**src/rtl/apb_regbank_pkg.sv**
```systemverilog
// ---------------------------------------------------------------------------
// apb_regbank_pkg
// Shared types and helpers for the APB register bank.
//   apb_state_e     : APB slave FSM states (IDLE, SETUP, ACCESS)
//   MAX_WAIT_STATES : largest supported number of extra ACCESS cycles
//   lane_count()    : number of byte lanes in a data word
//   even_parity8()  : even-parity bit of one byte lane
// ---------------------------------------------------------------------------
package apb_regbank_pkg;

  typedef enum logic [1:0] {
    IDLE   = 2'd0,
    SETUP  = 2'd1,
    ACCESS = 2'd2
  } apb_state_e;

  localparam int unsigned MAX_WAIT_STATES = 32'd15;

  function automatic int unsigned lane_count(input int unsigned data_width);
    return data_width / 32'd8;
  endfunction

  // Parity bit that makes the lane plus its parity bit hold an even number of ones.
  function automatic logic even_parity8(input logic [7:0] byte_val);
    return ^byte_val;
  endfunction

endpackage

```
**src/rtl/apb_regbank_storage.sv**
```systemverilog
// ---------------------------------------------------------------------------
// apb_regbank_storage
// Word array behind the APB register bank: byte-lane strobed writes,
// combinational read port and (optionally) per-lane even parity.
// Optional feature macro: APB_REGBANK_PARITY_EN (adds par_inject input and
// per-lane parity storage/check).
// Ports:
//   clk, reset_n     : clock, asynchronous active-low reset (clears all words)
//   wr_en            : commit a write this cycle
//   wr_idx           : word index of the write
//   wr_data, wr_strb : write data and byte-lane enables
//   par_inject       : (parity build only) invert stored parity of written lanes
//   rd_idx           : word index of the read
//   rd_data          : stored word at rd_idx
//   rd_par_err       : some lane of rd_idx fails its parity check
// ---------------------------------------------------------------------------
module apb_regbank_storage
  import apb_regbank_pkg::*;
#(
  parameter int unsigned DATA_WIDTH = 32,
  parameter int unsigned NUM_WORDS  = 64,
  parameter int unsigned MEM_IDX_W  = 6
) (
  input  logic                    clk,
  input  logic                    reset_n,
  input  logic                    wr_en,
  input  logic [MEM_IDX_W-1:0]    wr_idx,
  input  logic [DATA_WIDTH-1:0]   wr_data,
  input  logic [DATA_WIDTH/8-1:0] wr_strb,
`ifdef APB_REGBANK_PARITY_EN
  input  logic                    par_inject,
`endif
  input  logic [MEM_IDX_W-1:0]    rd_idx,
  output logic [DATA_WIDTH-1:0]   rd_data,
  output logic                    rd_par_err
);

  localparam int unsigned LANES = lane_count(DATA_WIDTH);

  logic [DATA_WIDTH-1:0] mem_r [NUM_WORDS];

  // Word array: cleared on reset, only strobed lanes of the addressed word change.
  always_ff @(posedge clk or negedge reset_n) begin
    if (!reset_n) begin
      for (int w = 0; w < int'(NUM_WORDS); w++) begin
        mem_r[w] <= '0;
      end
    end else if (wr_en) begin
      for (int b = 0; b < int'(LANES); b++) begin
        if (wr_strb[b]) begin
          mem_r[wr_idx][b*8 +: 8] <= wr_data[b*8 +: 8];
        end
      end
    end
  end

  // The caller only uses rd_data for in-range indices.
  assign rd_data = mem_r[rd_idx];

`ifdef APB_REGBANK_PARITY_EN
  logic [LANES-1:0] par_r [NUM_WORDS];
  logic [LANES-1:0] rd_calc_par_s;

  // Parity array: follows the data lanes; par_inject corrupts the stored bit on purpose.
  always_ff @(posedge clk or negedge reset_n) begin
    if (!reset_n) begin
      for (int w = 0; w < int'(NUM_WORDS); w++) begin
        par_r[w] <= '0;
      end
    end else if (wr_en) begin
      for (int b = 0; b < int'(LANES); b++) begin
        if (wr_strb[b]) begin
          par_r[wr_idx][b] <= even_parity8(wr_data[b*8 +: 8]) ^ par_inject;
        end
      end
    end
  end

  // Recompute parity of the word being read, lane by lane.
  always_comb begin
    rd_calc_par_s = '0;
    for (int b = 0; b < int'(LANES); b++) begin
      rd_calc_par_s[b] = even_parity8(rd_data[b*8 +: 8]);
    end
  end

  assign rd_par_err = |(rd_calc_par_s ^ par_r[rd_idx]);
`else
  assign rd_par_err = 1'b0;
`endif

endmodule

```
**src/rtl/apb_register_bank.sv**
```systemverilog
// ---------------------------------------------------------------------------
// apb_register_bank
// Parametrised APB3/APB4 slave register bank with byte strobes, programmable
// wait states, out-of-range error response and registered read data.
// Optional feature macro: APB_REGBANK_PARITY_EN (per-lane parity, par_inject
// port, parity errors reported through pslverr on reads).
// Ports:
//   clk, reset_n          : clock (rising edge), asynchronous active-low reset
//   psel, penable, pwrite : APB control
//   paddr                 : byte address; low byte-offset bits are ignored
//   pwdata, pstrb         : write data and byte-lane strobes
//   par_inject            : (parity build only) corrupt parity of written lanes
//   pready                : registered, high for one cycle per completed transfer
//   prdata, pslverr       : registered response, zero whenever pready is low
// ---------------------------------------------------------------------------
module apb_register_bank
  import apb_regbank_pkg::*;
#(
  parameter int unsigned DATA_WIDTH  = 32,
  parameter int unsigned NUM_WORDS   = 64,
  parameter int unsigned ADDR_WIDTH  = 12,
  parameter int unsigned WAIT_STATES = 0
) (
  input  logic                    clk,
  input  logic                    reset_n,
  input  logic                    psel,
  input  logic                    penable,
  input  logic                    pwrite,
  input  logic [ADDR_WIDTH-1:0]   paddr,
  input  logic [DATA_WIDTH-1:0]   pwdata,
  input  logic [DATA_WIDTH/8-1:0] pstrb,
`ifdef APB_REGBANK_PARITY_EN
  input  logic                    par_inject,
`endif
  output logic                    pready,
  output logic [DATA_WIDTH-1:0]   prdata,
  output logic                    pslverr
);

  localparam int unsigned LANES     = lane_count(DATA_WIDTH);
  localparam int unsigned OFF_W     = $clog2(LANES);
  localparam int unsigned IDX_W     = ADDR_WIDTH - OFF_W;
  localparam int unsigned MEM_IDX_W = (NUM_WORDS > 32'd1) ? $clog2(NUM_WORDS) : 32'd1;
  localparam logic [3:0]  WAIT_LOAD =
    4'((WAIT_STATES > MAX_WAIT_STATES) ? MAX_WAIT_STATES : WAIT_STATES);

  apb_state_e            state_r;
  logic [3:0]            wait_cnt_r;
  logic                  pready_r;
  logic [DATA_WIDTH-1:0] prdata_r;
  logic                  pslverr_r;

  logic [IDX_W-1:0]      word_idx_s;
  logic [MEM_IDX_W-1:0]  mem_idx_s;
  logic                  in_range_s;
  logic                  bus_ok_s;
  logic                  resp_s;
  logic                  wr_commit_s;
  logic [DATA_WIDTH-1:0] rd_data_s;
  logic                  rd_par_err_s;
  logic                  unused_s;

  // The byte-offset bits of paddr are intentionally not decoded.
  assign unused_s = ^paddr;

  // Address decode and the two decision strobes: raise pready next cycle, commit a write now.
  always_comb begin
    word_idx_s = paddr[ADDR_WIDTH-1:OFF_W];
    in_range_s = (32'(word_idx_s) < NUM_WORDS);
    mem_idx_s  = word_idx_s[MEM_IDX_W-1:0];
    bus_ok_s   = psel & penable;
    resp_s     = 1'b0;
    // pready is registered, so it is decided one edge before the cycle it is seen in.
    case (state_r)
      SETUP: begin
        if (psel && (WAIT_LOAD == 4'd0)) begin
          resp_s = 1'b1;
        end else begin
          resp_s = 1'b0;
        end
      end
      ACCESS: begin
        if (!pready_r && bus_ok_s && (wait_cnt_r == 4'd1)) begin
          resp_s = 1'b1;
        end else begin
          resp_s = 1'b0;
        end
      end
      default: resp_s = 1'b0;
    endcase
    // Writes land on the edge that closes the pready cycle.
    if ((state_r == ACCESS) && pready_r && bus_ok_s && pwrite && in_range_s) begin
      wr_commit_s = 1'b1;
    end else begin
      wr_commit_s = 1'b0;
    end
  end

  // APB FSM with wait counter and registered response outputs.
  always_ff @(posedge clk or negedge reset_n) begin
    if (!reset_n) begin
      state_r    <= IDLE;
      wait_cnt_r <= 4'd0;
      pready_r   <= 1'b0;
      prdata_r   <= '0;
      pslverr_r  <= 1'b0;
    end else begin
      // Response registers are single-cycle pulses; zero unless a response is launched.
      pready_r  <= 1'b0;
      prdata_r  <= '0;
      pslverr_r <= 1'b0;
      if (resp_s) begin
        pready_r  <= 1'b1;
        pslverr_r <= !in_range_s || (!pwrite && rd_par_err_s);
        if (!pwrite && in_range_s) begin
          prdata_r <= rd_data_s;
        end else begin
          prdata_r <= '0;
        end
      end

      case (state_r)
        IDLE: begin
          wait_cnt_r <= 4'd0;
          if (psel && !penable) begin
            state_r <= SETUP;
          end else begin
            state_r <= IDLE;
          end
        end
        SETUP: begin
          if (psel) begin
            state_r    <= ACCESS;
            wait_cnt_r <= WAIT_LOAD;
          end else begin
            state_r    <= IDLE;
            wait_cnt_r <= 4'd0;
          end
        end
        ACCESS: begin
          if (pready_r) begin
            wait_cnt_r <= 4'd0;
            if (psel && !penable) begin
              state_r <= SETUP;
            end else begin
              state_r <= IDLE;
            end
          end else if (!bus_ok_s) begin
            // Master dropped psel or penable mid-transfer: abandon it silently.
            state_r    <= IDLE;
            wait_cnt_r <= 4'd0;
          end else if (wait_cnt_r != 4'd0) begin
            state_r    <= ACCESS;
            wait_cnt_r <= wait_cnt_r - 4'd1;
          end else begin
            // Counter empty without a response is unreachable; recover to IDLE.
            state_r    <= IDLE;
            wait_cnt_r <= 4'd0;
          end
        end
        default: begin
          state_r    <= IDLE;
          wait_cnt_r <= 4'd0;
        end
      endcase
    end
  end

  apb_regbank_storage #(
    .DATA_WIDTH (DATA_WIDTH),
    .NUM_WORDS  (NUM_WORDS),
    .MEM_IDX_W  (MEM_IDX_W)
  ) u_storage (
    .clk        (clk),
    .reset_n    (reset_n),
    .wr_en      (wr_commit_s),
    .wr_idx     (mem_idx_s),
    .wr_data    (pwdata),
    .wr_strb    (pstrb),
`ifdef APB_REGBANK_PARITY_EN
    .par_inject (par_inject),
`endif
    .rd_idx     (mem_idx_s),
    .rd_data    (rd_data_s),
    .rd_par_err (rd_par_err_s)
  );

  assign pready  = pready_r;
  assign prdata  = prdata_r;
  assign pslverr = pslverr_r;

endmodule

```
**config.mk**
```make
export PLATFORM = sky130hd
export DESIGN_NAME = apb_register_bank
export DESIGN_NICKNAME = d
export VERILOG_FILES = /design/src/rtl/apb_regbank_pkg.sv /design/src/rtl/apb_regbank_storage.sv /design/src/rtl/apb_register_bank.sv
export SDC_FILE = /design/constraint.sdc
export NUM_CORES = 2
export LEC_CHECK = 0
export ABC_CLOCK_PERIOD_IN_PS = 2100
export CAP_MARGIN = 40
export CELL_PAD_IN_SITES_DETAIL_PLACEMENT = 1
export CELL_PAD_IN_SITES_GLOBAL_PLACEMENT = 1
export CORE_ASPECT_RATIO = 1.75
export CORE_MARGIN = 3
export CORE_UTILIZATION = 45
export DETAILED_ROUTE_END_ITERATION = 6
export GPL_TIMING_DRIVEN = 0
export PLACE_DENSITY_LB_ADDON = 0.1
export SLEW_MARGIN = 25
export SYNTH_ARGS = -nofsm -noshare
export SYNTH_HDL_FRONTEND = slang
export SYNTH_SLANG_ARGS = --single-unit
```
**constraint.sdc**
```tcl
create_clock -name clk -period 2.1 [get_ports clk]
set_input_delay 0.315 -clock clk [delete_from_list [all_inputs] [get_ports clk]]
set_output_delay 0.315 -clock clk [all_outputs]
set_load 0.01 [all_outputs]
```
Word-level counts from Yosys, hierarchy flattened:

Cells that the tools add are included.

* add/sub/neg operators: 1
* multiply operators: 0
* divide/modulo/power cells: 0
* magnitude comparators: 3
* equality and inequality tests: 3
* shifts and indexed selects: 0
* muxes and demuxes: 40
* bitwise gates (word level): 2
* reduce and logical (&&, ||, !) cells: 15

Operators by type and width (number)
* $mux 2048: 7
* $bwmux 2048: 4
* $demux 32 s6: 4
* $bmux 32 s6: 1
* $mux 32: 5
* $mux 24: 1
* $mux 16: 1
* $mux 4: 4
* $lt 10x7->1 const B: 1
* $logic_and 1x1->1: 9
* $mux 2: 4
* $mux 8: 1
* $ge 7x7->1 const B: 1
* $lt 7x1->1 const B: 1
* $not 6->7: 1
* $mux 1: 6
* $pmux 2 s3: 1
* $eq 4x1->1 const B: 1
* $logic_not 1->1: 4
* $reduce_bool 4->1: 1
* $sub 4x1->4 const B: 1
* $eq 2x1->1 const B: 1
* $eq 2x2->1 const B: 1
* $logic_not 2->1: 1
* 2 further kinds: 2

* flip-flop bits (word level): 2088
* latch bits: 0
* memory bits (writable): 0
* memory bits (read-only): 0
* bits of input ports: 53
* output and inout bits: 34
* logic and storage cells: 133
* memories: 0

Logic depth before layout (Yosys ltp):

* depth after elaboration: 16
* depth in mapped cells: 11
* gate-level depth less buffers: 8

Modules after synthesis:

A second synthesis with hierarchy kept.

* cell total of the unflattened synthesis: 6045
* area, all modules: 94722.1 um^2

Modules (own cells, without submodules)
* apb_regbank_storage: instances 1, cells an instance 5902, area each 93100.5 um^2, seq. area each 51249.2 um^2
* apb_register_bank: instances 1, cells an instance 143, area each 1621.6 um^2, seq. area each 1001.0 um^2

Worst setup path before layout:

OpenSTA, ideal clock, no wires.

* path kind: input to register
* from: input paddr[10]
* to: register u_storage.mem_r[680] (netlist bit)
* setup time: 0.125 ns
* data arrival time: 2.287 ns
* data required time: 1.975 ns
* path slack: -0.312 ns
* stages on the path: 6
* path buffers: 1
* path through: or4_4 -> nor3_4 -> nand2_4 -> buf_4 -> nor2_2 -> mux2_2

* cells in the longest elaborated chain, start to end: 3

RTL lines
* from (decl): line apb_register_bank.sv:29 `input logic [ADDR_WIDTH-1:0] paddr,`
* $lt 10x7->1: line apb_register_bank.sv:69 `in_range_s = (32'(word_idx_s) < NUM_WORDS);`
* $logic_and 1x1->1: line apb_register_bank.sv:92 `if ((state_r == ACCESS) && pready_r && bus_ok_s && pwrite && in_range_s) begin`
* $mux 1: line apb_register_bank.sv:92
* to (signal, indexed assignment): line apb_regbank_storage.sv:51 `mem_r[wr_idx][b*8 +: 8] <= wr_data[b*8 +: 8];`
* to (decl): line apb_regbank_storage.sv:40 `logic [DATA_WIDTH-1:0] mem_r [NUM_WORDS];`

No other way between the ends.
A chain may end at the register's enable or synchronous reset.

Final worst setup path:

* from: input paddr[4]
* to: register u_storage.mem_r[2026] (netlist bit)

* cells in the longest elaborated chain, start to end: 13
* elaborated cells between the ends (all ways): 23
* classes of those cells: order compare: 3; mux: 17; bitwise: 1; reduce/logical: 2

RTL lines
* $not 6->7 (implied by the code): line apb_regbank_storage.sv:51
* $ge 7x7->1 (implied by the code) (tied with other cells): line apb_regbank_storage.sv:51
* $logic_and 1x1->1 (implied by the code) / $bwmux 2048 (equally long branches): line apb_regbank_storage.sv:51
* $mux 16 (implied by the code) / $mux 2048 (equally long branches): line apb_regbank_storage.sv:51, apb_regbank_storage.sv:50
* $demux 32 s6 / $mux 2048 (equally long branches): line apb_regbank_storage.sv:51, apb_regbank_storage.sv:48
* $bwmux 2048: line apb_regbank_storage.sv:51
* $mux 2048: line apb_regbank_storage.sv:50 `if (wr_strb[b]) begin`
* $mux 2048: line apb_regbank_storage.sv:48 `end else if (wr_en) begin`
* $bwmux 2048: line apb_regbank_storage.sv:51
* $mux 2048: line apb_regbank_storage.sv:50
* $mux 2048: line apb_regbank_storage.sv:48
* $bwmux 2048: line apb_regbank_storage.sv:51
* $mux 2048: line apb_regbank_storage.sv:50

Parallel ways exist; a longest one is shown, timed or not. The select of a mux whose other input is x is not followed.

==> impl_metrics.json <==
{
  "hpwlAfterDp_mm": 309.5,
  "synth_seq_cells": 2088,
  "grt_pass1_wl_mm": 609.5,
  "worst-setup-path-type": "primary input to flop",
  "drive_gt1_frac": 0.4683,
  "async_flop_share": 1.000,
  "slew_viol_final": 0,
  "r2r_slack_ns": -0.38,
  "hold_violations": 0,
  "setup.worst_path.start_class": "primary input",
  "path_cells": "clkdlybuf4s15_2 > buf_6 > nor3_2 > clkbuf_4 > nand2_1 > nor2_4 > buf_12 > mux2_2",
  "whs_ns": 0.05346,
  "clkSinkCount": 2088,
  "rows": 221,
  "synth_edf_count": 0,
  "period_share": 1.221,
  "start_util": 0.4542,
  "critPathSlowestCell": "nor3_2",
  "ios": 87,
  "drc": 0,
  "dr.pass1.iters": 6,
  "wirelength_mm": 447.4,
  "pre_cts_ws_ns": -2.934,
  "r2r_cells": 11,
  "cts_buffers": 206,
  "max_slew_margin": 0.3462,
  "path_max_fanout": 10,
  "clock_skew_ns": 0.04440,
  "whs_endpoint": "u_storage.mem_r[1123]",
  "status": "complete, but fails checks",
  "clk_transition_reported_paths_ns": 0.06,
  "min_from": "pwdata[3]",
  "syn_area_per_cell_um2": 13.63,
  "path_buf_inv": 4,
  "worst_setup_path_end_kind": "flop",
  "synth_common_cells": "dfrtp_1 (2088), mux2_2 (2027), a22oi_1 (621)",
  "reg2reg_from": "state_r[0]",
  "fin_util": 0.5713,
  "leakage_nw": 53.27,
  "crit_required_ns": 2.84,
  "cts_root_buf": "clkbuf_16",
  "finalSetupViolCount": 2645,
  "max_freq_mhz": 390.0,
  "globalplace.congestion": 0.9755,
  "violations": "setup timing",
  "power_w": 0.08556,
  "synth-seq-area-share": 0.5540,
  "final_cells": 10642,
  "yosys.area.top_type": "dfrtp_1",
  "nets": 7735,
  "max_stage_delay_ns": 0.55,
  "vias": 70939,
  "worst_slew_pin_slew_ns": 0.9808,
  "maxCapViolations": 0,
  "insertion_delay_ns": 0.89,
  "cts_tree": "yes",
  "wire_per_inst_um": 42.04,
  "nFillCells": 19529,
  "die_x_um": 352.1,
  "arrival_ns": 3.30,
  "ant_nets": 0,
  "rsz0062_at_grt": "true",
  "synth_top_area_share": 0.5540,
  "syn-cell-area_um2": 94310,
  "syn_inst": 6922,
  "placed_cells": 9924,
  "antenna_found_initial": 37,
  "worst_r2r_endpoint": "u_storage.mem_r[822]",
  "critPathTopFamily": "simple AND/OR/NAND/NOR gates",
  "ys_warn_count": 0,
  "area_growth_pct": 25.79,
  "grt_start_max_net_pins": 144,
  "die-area_um2": 215300,
  "synth.area.top_cells": "dfrtp_1 (55%), mux2_2 (24%), a22oi_1 (4.9%), nor2_4 (2.8%), mux2i_1 (2.0%)",
  "gr-total-overflow": 0,
  "setup_ws_ns": -0.4640,
  "fp.dieH_um": 611.6,
  "ir_drop_v": 0.0006168,
  "synth_ff_type": "dfrtp_1",
  "period_needed_ns": 2.564,
  "dr.first_iter.drc_count": 6972,
  "holdPathStages": 2,
  "grt_pass1_vias": 76531,
  "power_density_nw_per_um2": 721.2,
  "hold_path.class": "primary input to flop",
  "track_usage": 0.4050,
  "yosys.cell_types.count": 55,
  "vias_per_cell": 6.666,
  "htree_num_levels": 4,
  "io_buffers": 50,
  "clock_path_buffers": 4,
  "synth.most_common_cell": "dfrtp_1",
  "synth.net_count": 6979,
  "core_area_um2": 207700
}
==> registers in the layout (all words and copies together), names as in the netlist <==
register and flops:
wait_cnt_r 4, state_r 2, pslverr 1, u_storage.mem_r 2048
pready 1, prdata 32
==> how the worst max path moves through the flow <==
stage,start,end,slack (ns),depth (start not counted)
2_1_floorplan,paddr[10],u_storage.mem_r[1688],-0.15,6
3_3_place_gp,reset_n,u_storage.mem_r[533],-93.43,1
3_5_place_dp,paddr[3],prdata[31],-2.93,10
4_1_cts,state_r[0],u_storage.mem_r[1444],-0.22,10
5_1_grt,state_r[0],u_storage.mem_r[1652],-0.38,11
6_report,paddr[4],u_storage.mem_r[2026],-0.46,8
==> kinds of logic after synthesis <==
family,count (synthesis),synth area share
mux,2248,0.2671
xor+xnor,1,0.00009288
fa+ha+maj,4,0.0005307
buf+inv,592,0.02441
simple gates,472,0.04160
flops,2088,0.5540
compound gates,1517,0.1123
==> metal layers <==
layer | vias to the layer above | GRT usage | routed length (um)
met5 | - | 0 | 309
met4 | 22 | 0.3881 | 52280
met3 | 1853 | 0.1051 | 33590
met2 | 3781 | 0.6553 | 210200
met1 | 37675 | 0.4276 | 151000
li1 | 27608 | - | -
==> cell usage in the layout, fill, tap and decap left out, drive strengths merged, types with 4 or more instances in the layout <==
cell type      netlist  final
mux4                10     10
bufinv               0     15
a221oi             190    190
o22ai              243    243
dfrtp             2088   2088
clkdlybuf4s50        0     46
clkbuf             457    756
a21oi              219    219
and3                35     35
bufbuf               0      6
nand3                4      4
nand2b               8      8
a211oi              34     34
mux2i              190    190
a2111oi             57     57
nand2               91     93
nor2b                5      5
nor2               267    267
nor3                 9      9
o21ai               99     99
mux2              2048   2048
o32ai                8      8
a31oi               30     30
a22o                 5      5
clkinvlp             0      6
buf                131    622
a22oi              621    621
or3                 29     29
ha                   4      4
and3b                4      4
clkinv               0     38
diode                0     27
==> stage by stage <==
stage	area, um2	TNS [ns]
after floorplan	94490	-290.34
after global placement	98480	-
after detailed placement	101200	-5835.12
after CTS	116500	-332.13
after global routing	118600	-825.34
final	118600	-643.82
==> report_power, final <==
part	switching, W	internal [W]	total [W]
clock network	0.0169	0.0221	0.0390
logic	0.00497	0.00134	0.00630
registers	0.00000305	0.0402	0.0402
total	0.0219	0.0637	0.0856
==> layout make-up <==
| cell class | count | area [um2] | area share |
|---|---|---|---|
| Antenna cell | 27 | 67.56 | 0.0005695 |
| Timing Repair Buffer | 552 | 9291 | 0.07832 |
| Tap cell | 2787 | 3487 | 0.02939 |
| Inverter | 4 | 18.77 | 0.0001582 |
| Sequential cell | 2088 | 52250 | 0.4404 |
| Buffer | 582 | 3625 | 0.03055 |
| Clock buffer | 300 | 6175 | 0.05205 |
| Multi-Input combinational cell | 4244 | 43030 | 0.3627 |
| Clock inverter | 58 | 693.2 | 0.005843 |
==> repair_timing <==
item,CTS,global route
resized for setup,848,389
endpoints found under the hold margin,169,169
setup endpoints to repair,3257,3043
setup buffers,284,16
pin swaps,266,44
cloned,18,9
(Power assumes the default switching activity.)
